### config.mk
export PLATFORM = sky130hd
export DESIGN_NAME = lifo_stack
export DESIGN_NICKNAME = d
export VERILOG_FILES = /design/src/rtl/lifo_stack.sv
export SDC_FILE = /design/constraint.sdc
export NUM_CORES = 1
export LEC_CHECK = 0
export BUFFER_PORTS_ARGS = -buffer_cell sky130_fd_sc_hd__buf_2
export CORE_MARGIN = 2
export CORE_UTILIZATION = 65
export CTS_BUF_LIST = sky130_fd_sc_hd__clkbuf_4
export DETAILED_ROUTE_END_ITERATION = 7
export PLACE_DENSITY = 0.82
export SYNTH_ARGS = -nofsm -noshare
export SYNTH_HDL_FRONTEND = slang
export SYNTH_SLANG_ARGS = --single-unit
### constraint.sdc
create_clock -name CLK -period 31.3 [get_ports CLK]
set_input_delay 6.26 -clock CLK [delete_from_list [all_inputs] [get_ports CLK]]
set_output_delay 6.26 -clock CLK [all_outputs]
set_load 0.005 [all_outputs]
### src/rtl/lifo_stack.sv
// lifo_stack: operand stack for the postfix calculator datapath.
// Storage is an array of per-entry cells plus an entry counter; the top entry
// is muxed combinationally onto POP_DAT from registered state only.

// One storage word; loads D when WE is high, cleared by reset.
module lifo_cell #(
  parameter int WIDTH = 32
) (
  input  logic             CLK,
  input  logic             RST,
  input  logic             WE,
  input  logic [WIDTH-1:0] D,
  output logic [WIDTH-1:0] Q
);

  // Word register with async clear
  always_ff @(posedge CLK or posedge RST) begin
    if (RST)     Q <= '0;
    else if (WE) Q <= D;
  end

endmodule

module lifo_stack #(
  parameter int WIDTH = 32,
  parameter int DEPTH = 20
) (
  input  logic             CLK,
  input  logic             RST,
  input  logic             PUSH_STB,
  input  logic [WIDTH-1:0] PUSH_DAT,
  input  logic             POP_STB,
  output logic [WIDTH-1:0] POP_DAT
);

  localparam int CW = $clog2(DEPTH + 1);

  logic [CW-1:0]                count_q;
  logic [DEPTH-1:0][WIDTH-1:0]  mem;
  logic [DEPTH-1:0]             we;
  logic                         empty, full;
  logic                         do_push, do_pop, do_repl;

  assign empty = (count_q == '0);
  assign full  = (count_q == CW'(DEPTH));

  // Operation decode: replace the top when both strobes hit a non-empty stack;
  // both strobes on an empty stack degrade to a plain push.
  always_comb begin
    do_push = 1'b0;
    do_pop  = 1'b0;
    do_repl = 1'b0;
    if (PUSH_STB && POP_STB) begin
      if (empty) do_push = 1'b1;
      else       do_repl = 1'b1;
    end else if (PUSH_STB) begin
      do_push = !full;
    end else if (POP_STB) begin
      do_pop = !empty;
    end
  end

  // Per-entry write enables: push lands at mem[count], replace at mem[count-1]
  always_comb begin
    we = '0;
    for (int i = 0; i < DEPTH; i++) begin
      we[i] = (do_push && (count_q == CW'(i))) ||
              (do_repl && (count_q == CW'(i + 1)));
    end
  end

  genvar g;
  generate
    for (g = 0; g < DEPTH; g++) begin : g_cell
      lifo_cell #(.WIDTH(WIDTH)) u_cell (
        .CLK (CLK),
        .RST (RST),
        .WE  (we[g]),
        .D   (PUSH_DAT),
        .Q   (mem[g])
      );
    end
  endgenerate

  // Entry counter; replace leaves it unchanged
  always_ff @(posedge CLK or posedge RST) begin
    if (RST)          count_q <= '0;
    else if (do_push) count_q <= count_q + 1'b1;
    else if (do_pop)  count_q <= count_q - 1'b1;
  end

  // Top-of-stack peek; zero when empty, no path from the strobes
  always_comb begin
    POP_DAT = '0;
    for (int i = 0; i < DEPTH; i++) begin
      if (count_q == CW'(i + 1)) POP_DAT = mem[i];
    end
  end

endmodule

==> results of run 1 <==
cell type report:
type                            count  area (um2)
Tap cell                          615       769.5
Sequential cell                   645       16140
Fill cell                        3321       13960
Clock buffer                      232        1742
Inverter                           30       120.1
Multi-Input combinational cell   1692       13790
Antenna cell                        4       10.01
Timing Repair Buffer              126       778.2
Clock inverter                     28       135.1
registers in the layout, summed over array words and instances (netlist names):
signal and count:
count_q 5, g_cell.u_cell.Q 640
worst paths after layout:
kind,slack [ns],start,endpoint
max in group asynchronous,22.60,RST,g_cell[2].u_cell.Q[1]
max reg2reg,26.33,count_q[0],g_cell[12].u_cell.Q[26]
max,19.47,count_q[0],POP_DAT[12]
min in group asynchronous,5.40,RST,g_cell[19].u_cell.Q[20]
min reg2reg,0.48,g_cell[1].u_cell.Q[22],g_cell[1].u_cell.Q[22]
min,0.48,g_cell[1].u_cell.Q[22],g_cell[1].u_cell.Q[22]
cell families after synthesis:
kind of cell / count (synthesis)
DFF: 645
muxes: 629
AOI/OAI and AO/OA: 604
and+or+nand+nor: 449
buffers and inverters: 295
adders and majority gates: 6
xor gates and xnor gates: 4
synthesized netlist by cell type, types with 5 or more instances:
cell and n:
dfrtp_1 645, mux2_2 400, mux2_1 229, nand2_1 199
a21oi_1 157, clkbuf_1 153, nor2_1 93, o21ai_0 87
o22ai_1 77, buf_2 68, a221o_1 37, nand3_1 37
a211oi_1 31, inv_1 30, a22oi_1 29, nand3b_1 26
a311oi_1 21, o221a_2 20, o31ai_1 20, buf_1 18
o221ai_1 18, a221oi_1 17, buf_4 16, nand2b_1 14
a21o_1 11, a31oi_1 11, buf_6 10, o211ai_1 9
nor2b_1 8, nor3_1 8, and3b_1 7, a211o_1 6
ha_1 6, nand4bb_1 6, o22ai_2 6, a22oi_2 5
and2_1 5, nand4_1 5, nor3b_1 5, o32ai_1 5
or3_1 5
power groups by stage:
stage	Sequential [mW]	Clock [mW]	Combinational [mW]
2_1_floorplan	1.38	0	0.934
3_3_place_gp	1.42	0	1.26
3_5_place_dp	1.45	0	1.31
4_1_cts	1.44	0.684	1.32
5_1_grt	1.49	0.731	1.43
6_report	1.45	0.675	1.35
metal layers:
layer	vias to the layer above	GRT usage	part of all wire
li1	9790	-	-
met1	11860	0.4680	0.38
met2	1386	0.5449	0.45
met3	366	0.1133	0.11
met4	8	0.2120	0.058
met5	-	0	0.00061
through the flow:
step / hold slack [ns] / power (mW) / setup WS (ns)
3_3_place_gp: 0.4582 / 2.684 / 20.75
4_1_cts: 0.4822 / 3.442 / 19.59
5_1_grt: 0.4978 / 3.646 / 19.27
6_report: 0.4791 / 3.476 / 19.47
2_1_floorplan: 0.4484 / 2.311 / 6.969
3_5_place_dp: 0.4683 / 2.767 / 20.68
==> results.json, run 1 <==
{
  "placedCellCount": 3108,
  "start_util": 0.6547,
  "path_common_cell": "buf_4",
  "grt_start_max_net_pins": 116,
  "drive_gt1_frac": 0.3029,
  "portBuffers": 67,
  "die_w_um": 222.6,
  "h-tree-depth": 4,
  "ant_nets": 0,
  "drv_cap": 0,
  "cp_num_buf_inv": 4,
  "cp_cell_sequence": "ha_4 -> buf_4 -> and3_1 -> ha_2 -> buf_4 -> nor3b_2 -> buf_4 -> a221oi_1 -> o22ai_1 -> a21o_1 -> a41oi_1 -> buf_2",
  "synth-adder-area-share": 0.002417,
  "drc": 0,
  "critical_path_required_ns": 25.04,
  "hold_class": "reg2reg",
  "max-slew-margin-rel": 0.1588,
  "dieHeight_um": 222.6,
  "status": "completed",
  "synth_top_area_frac": 0.5196,
  "cts_max_path_buffers": 3,
  "synth_edf_count": 0,
  "gr-total-overflow": 0,
  "synth-simple-area-share": 0.07045,
  "cts-resized-gates": 0,
  "instances_no_fill": 3372,
  "gp_congestion": 0.9312,
  "mostFrequentLayoutCell": "dfrtp_1",
  "final_cell_mix": "dfrtp_1, mux2_2, clkbuf_4",
  "drtIter0Drc": 2688,
  "worstSetupPathType": "reg2out",
  "synth_xor_area_frac": 0.001128,
  "finish.instance_area_um2": 33480,
  "cts_tree": "built",
  "tns_ns": 0,
  "synth_top_area_cell": "dfrtp_1",
  "hpwlAfterDp_um": 54370,
  "fin_nets": 2700,
  "irDropWorstVdd_uv": 53.40,
  "ios": 68,
  "drtPass1Iterations": 6,
  "synth-compound-area-share": 0.1356,
  "clock-sinks": 645,
  "yosysWarningCount": 0,
  "ctsHoldBuffers": 0,
  "numCtsBuffers": 163,
  "cp.arrival_ns": 5.57,
  "antenna_found_initial": 8,
  "skew_ns": 0.05727,
  "synth-main-ff-cell": "dfrtp_1",
  "yosys-top-cells-area": "dfrtp_1, mux2_2, mux2_1",
  "slowest_delay_ns": 0.74,
  "hold_depth": 1,
  "swShare": 0.3789,
  "setup_viol": 0,
  "clkTransAtPathRegs_ns": 0.07,
  "critPathMaxFanout": 80,
  "reg2reg_depth": 9,
  "cp_num_cells": 12,
  "syn-num-nets": 2674,
  "grt_pass1_wl_um": 137600,
  "grt_use_total": 0.3632,
  "synthArstFlopShare": 1.000,
  "fin_util": 0.7057,
  "num_rows": 80,
  "yosys_register_bits": 645,
  "pwr-share-seq": 0.416,
  "maxSlewViolCount": 0,
  "ys_seq_area_frac": 0.5196,
  "synth_top_family_by_area": "multiplexers",
  "critical_path.top_delay_family": "buffers and inverters",
  "postCtsSetupBuffers": 0,
  "grt_pass1_vias": 24220,
  "routed_wl_um": 88810,
  "period_minus_slack_ns": 11.83,
  "intPower_mw": 2.159,
  "rsz0062_at_grt": "false",
  "post_drt_wl_per_cell_um": 26.34,
  "fmaxAchievable_mhz": 84.50,
  "p_leak_nw": 15.05,
  "hold_viol": 0,
  "syn-instance-count": 2632,
  "layout_worst_path_cycle_share": 0.3781,
  "die-area_um2": 49550,
  "postPlaceCellArea_um2": 31600,
  "switchingPower_mw": 1.317,
  "combPwrFrac": 0.390,
  "muxShareOfSynthArea": 0.2280,
  "start_kind": "flop",
  "synth_cell_types": 81,
  "clock_latency_ns": 1.04,
  "power_density_nw_per_um2": 103.8,
  "avgSynthCellArea_um2": 11.80,
  "critPathSlowestCell": "buf_4",
  "worst_pin_slew_ns": 1.262,
  "syn-cell-area_um2": 31060,
  "core_region_area_um2": 47450,
  "clock_power_share": 0.194,
  "vias": 23410,
  "cts_root_buffer": "clkbuf_4",
  "endpoint_kind": "output pin",
  "viasPerCell": 6.942,
  "area_delta_synth_final_pct": 7.790
}
Note: power is estimated with default switching activity, not from simulation.
==> inputs of run 2 (changes only) <==
CORE_UTILIZATION = 59   (was 65)
PLACE_DENSITY = 0.79   (was 0.82)
clock period = 10.8 ns   (was 31.3 ns; I/O delays follow)
==> run 2 against run 1 <==
- the flow now finishes with violations (max-capacitance violations, max-slew violations)
- clock power rose to 3.0 times the previous value
- register-to-register slack worse by 20 ns
- combinational power rose to 2.9 times the previous value
- critical path depth down 3
==> results.json, run 2 (synthesized netlist as in run 1, its figures left out) <==
{
  "status": "finished with violations",
  "failed_checks": "max-capacitance violations, max-slew violations",
  "period_minus_slack_ns": 8.018,
  "layout_worst_path_cycle_share": 0.7424,
  "intPower_mw": 6.317,
  "critical_path.top_delay_family": "compound AO/OA/AOI/OAI gates",
  "grt_pass1_vias": 24130,
  "irDropWorstVdd_uv": 154.0,
  "cts-resized-gates": 0,
  "switchingPower_mw": 3.815,
  "final_cell_mix": "dfrtp_1, mux2_2, mux2_1",
  "p_leak_nw": 15.06,
  "drc": 0,
  "postPlaceCellArea_um2": 31710,
  "hpwlAfterDp_um": 54430,
  "slowest_delay_ns": 1.25,
  "critical_path_required_ns": 8.64,
  "hold_class": "reg2reg",
  "drive_gt1_frac": 0.3031,
  "rsz0062_at_grt": "false",
  "critPathMaxFanout": 79,
  "drtPass1Iterations": 6,
  "ctsHoldBuffers": 0,
  "dieHeight_um": 233.5,
  "swShare": 0.3765,
  "post_drt_wl_per_cell_um": 26.40,
  "cp.arrival_ns": 5.86,
  "viasPerCell": 6.811,
  "drv_cap": 1,
  "cts_tree": "built",
  "tns_ns": 0,
  "start_kind": "flop",
  "fin_nets": 2696,
  "grt_start_max_net_pins": 186,
  "grt_use_total": 0.3410,
  "h-tree-depth": 4,
  "cp_cell_sequence": "inv_1 -> ha_4 -> buf_4 -> nor4bb_2 -> a21boi_0 -> a211oi_1 -> o21ai_0 -> a21oi_1 -> buf_2",
  "area_delta_synth_final_pct": 8.378,
  "skew_ns": 0.08468,
  "clkTransAtPathRegs_ns": 0.07,
  "cts_root_buffer": "clkbuf_4",
  "fmaxAchievable_mhz": 124.7,
  "instances_no_fill": 3441,
  "power_density_nw_per_um2": 300.9,
  "start_util": 0.5935,
  "maxSlewViolCount": 12,
  "clock-sinks": 645,
  "worstSetupPathType": "reg2out",
  "largest_register": "g_cell.u_cell.Q",
  "ant_nets": 0,
  "core_region_area_um2": 52340,
  "routed_wl_um": 90840,
  "critPathSlowestCell": "nor4bb_2",
  "top_regs": "g_cell.u_cell.Q (640), count_q (5)",
  "die-area_um2": 54500,
  "finish.instance_area_um2": 33660,
  "portBuffers": 67,
  "largest_reg_flops": 640,
  "gp_congestion": 0.9080,
  "die_w_um": 233.5,
  "cts_max_path_buffers": 3,
  "ios": 68,
  "antenna_found_initial": 5,
  "clock_latency_ns": 1.05,
  "pwr-share-seq": 0.411,
  "drtIter0Drc": 2740,
  "fin_util": 0.6432,
  "endpoint_kind": "output pin",
  "gr-total-overflow": 0,
  "cp_num_buf_inv": 3,
  "postCtsSetupBuffers": 0,
  "total_power_mw": 10.13,
  "num_rows": 84,
  "mostFrequentLayoutCell": "dfrtp_1",
  "grt_pass1_wl_um": 140000,
  "setup_viol": 0,
  "combPwrFrac": 0.390,
  "worst_pin_slew_ns": 1.551,
  "placedCellCount": 3178,
  "hold_viol": 0,
  "clock_power_share": 0.199,
  "numCtsBuffers": 162,
  "max-slew-margin-rel": -0.03835,
  "vias": 23440
}
[run 2: final timing paths]
path	start	end	slack, ns	depth (start not counted)
min in group asynchronous	RST	g_cell[18].u_cell.Q[21]	1.33	3
worst min-delay path	g_cell[1].u_cell.Q[22]	g_cell[1].u_cell.Q[22]	0.48	1
max in group asynchronous	RST	g_cell[0].u_cell.Q[16]	7.01	5
worst min register to register	g_cell[1].u_cell.Q[22]	g_cell[1].u_cell.Q[22]	0.48	1
worst max-delay path	count_q[1]	POP_DAT[19]	2.78	9
worst max register to register	count_q[0]	g_cell[17].u_cell.Q[17]	5.95	8
[run 2: final cells by class]
class / instances / area [um2]
timing repair buffer: 123 / 793.3
clock buffer: 228 / 1712
antenna: 5 / 12.51
sequential: 645 / 16140
fill: 3853 / 18680
multi-input combinational: 1692 / 13800
clock inverter: 30 / 226.5
tap: 688 / 860.8
inverter: 30 / 116.4
[run 2: routing by layer]
metal  GRT usage  wire length (um)  share of wire  up-vias
li1            -                 -              -     9811
met1      0.4416             34730           0.38    11830
met2      0.5052             40680           0.45     1433
met3      0.1010             10320           0.11      357
met4      0.2108              5091          0.056        2
met5           0                11        0.00012        -
[run 2: power groups by stage]
stage	combinational, mW	clock [mW]	sequential, mW
floorplan	2.71	0	3.99
finish	3.95	2.01	4.16
CTS	3.87	2.05	4.15
global placement	3.71	0	4.10
detailed placement	3.85	0	4.19
global route	4.21	2.18	4.29
[run 2: stage by stage]
| stage | hold slack [ns] | worst slack [ns] |
|---|---|---|
| after CTS | 0.4820 | 2.908 |
| after global routing | 0.5008 | 2.570 |
| after detailed placement | 0.4677 | 4.021 |
| final | 0.4790 | 2.782 |
| after global placement | 0.4591 | 4.119 |
| after floorplan | 0.4484 | -0.1727 |
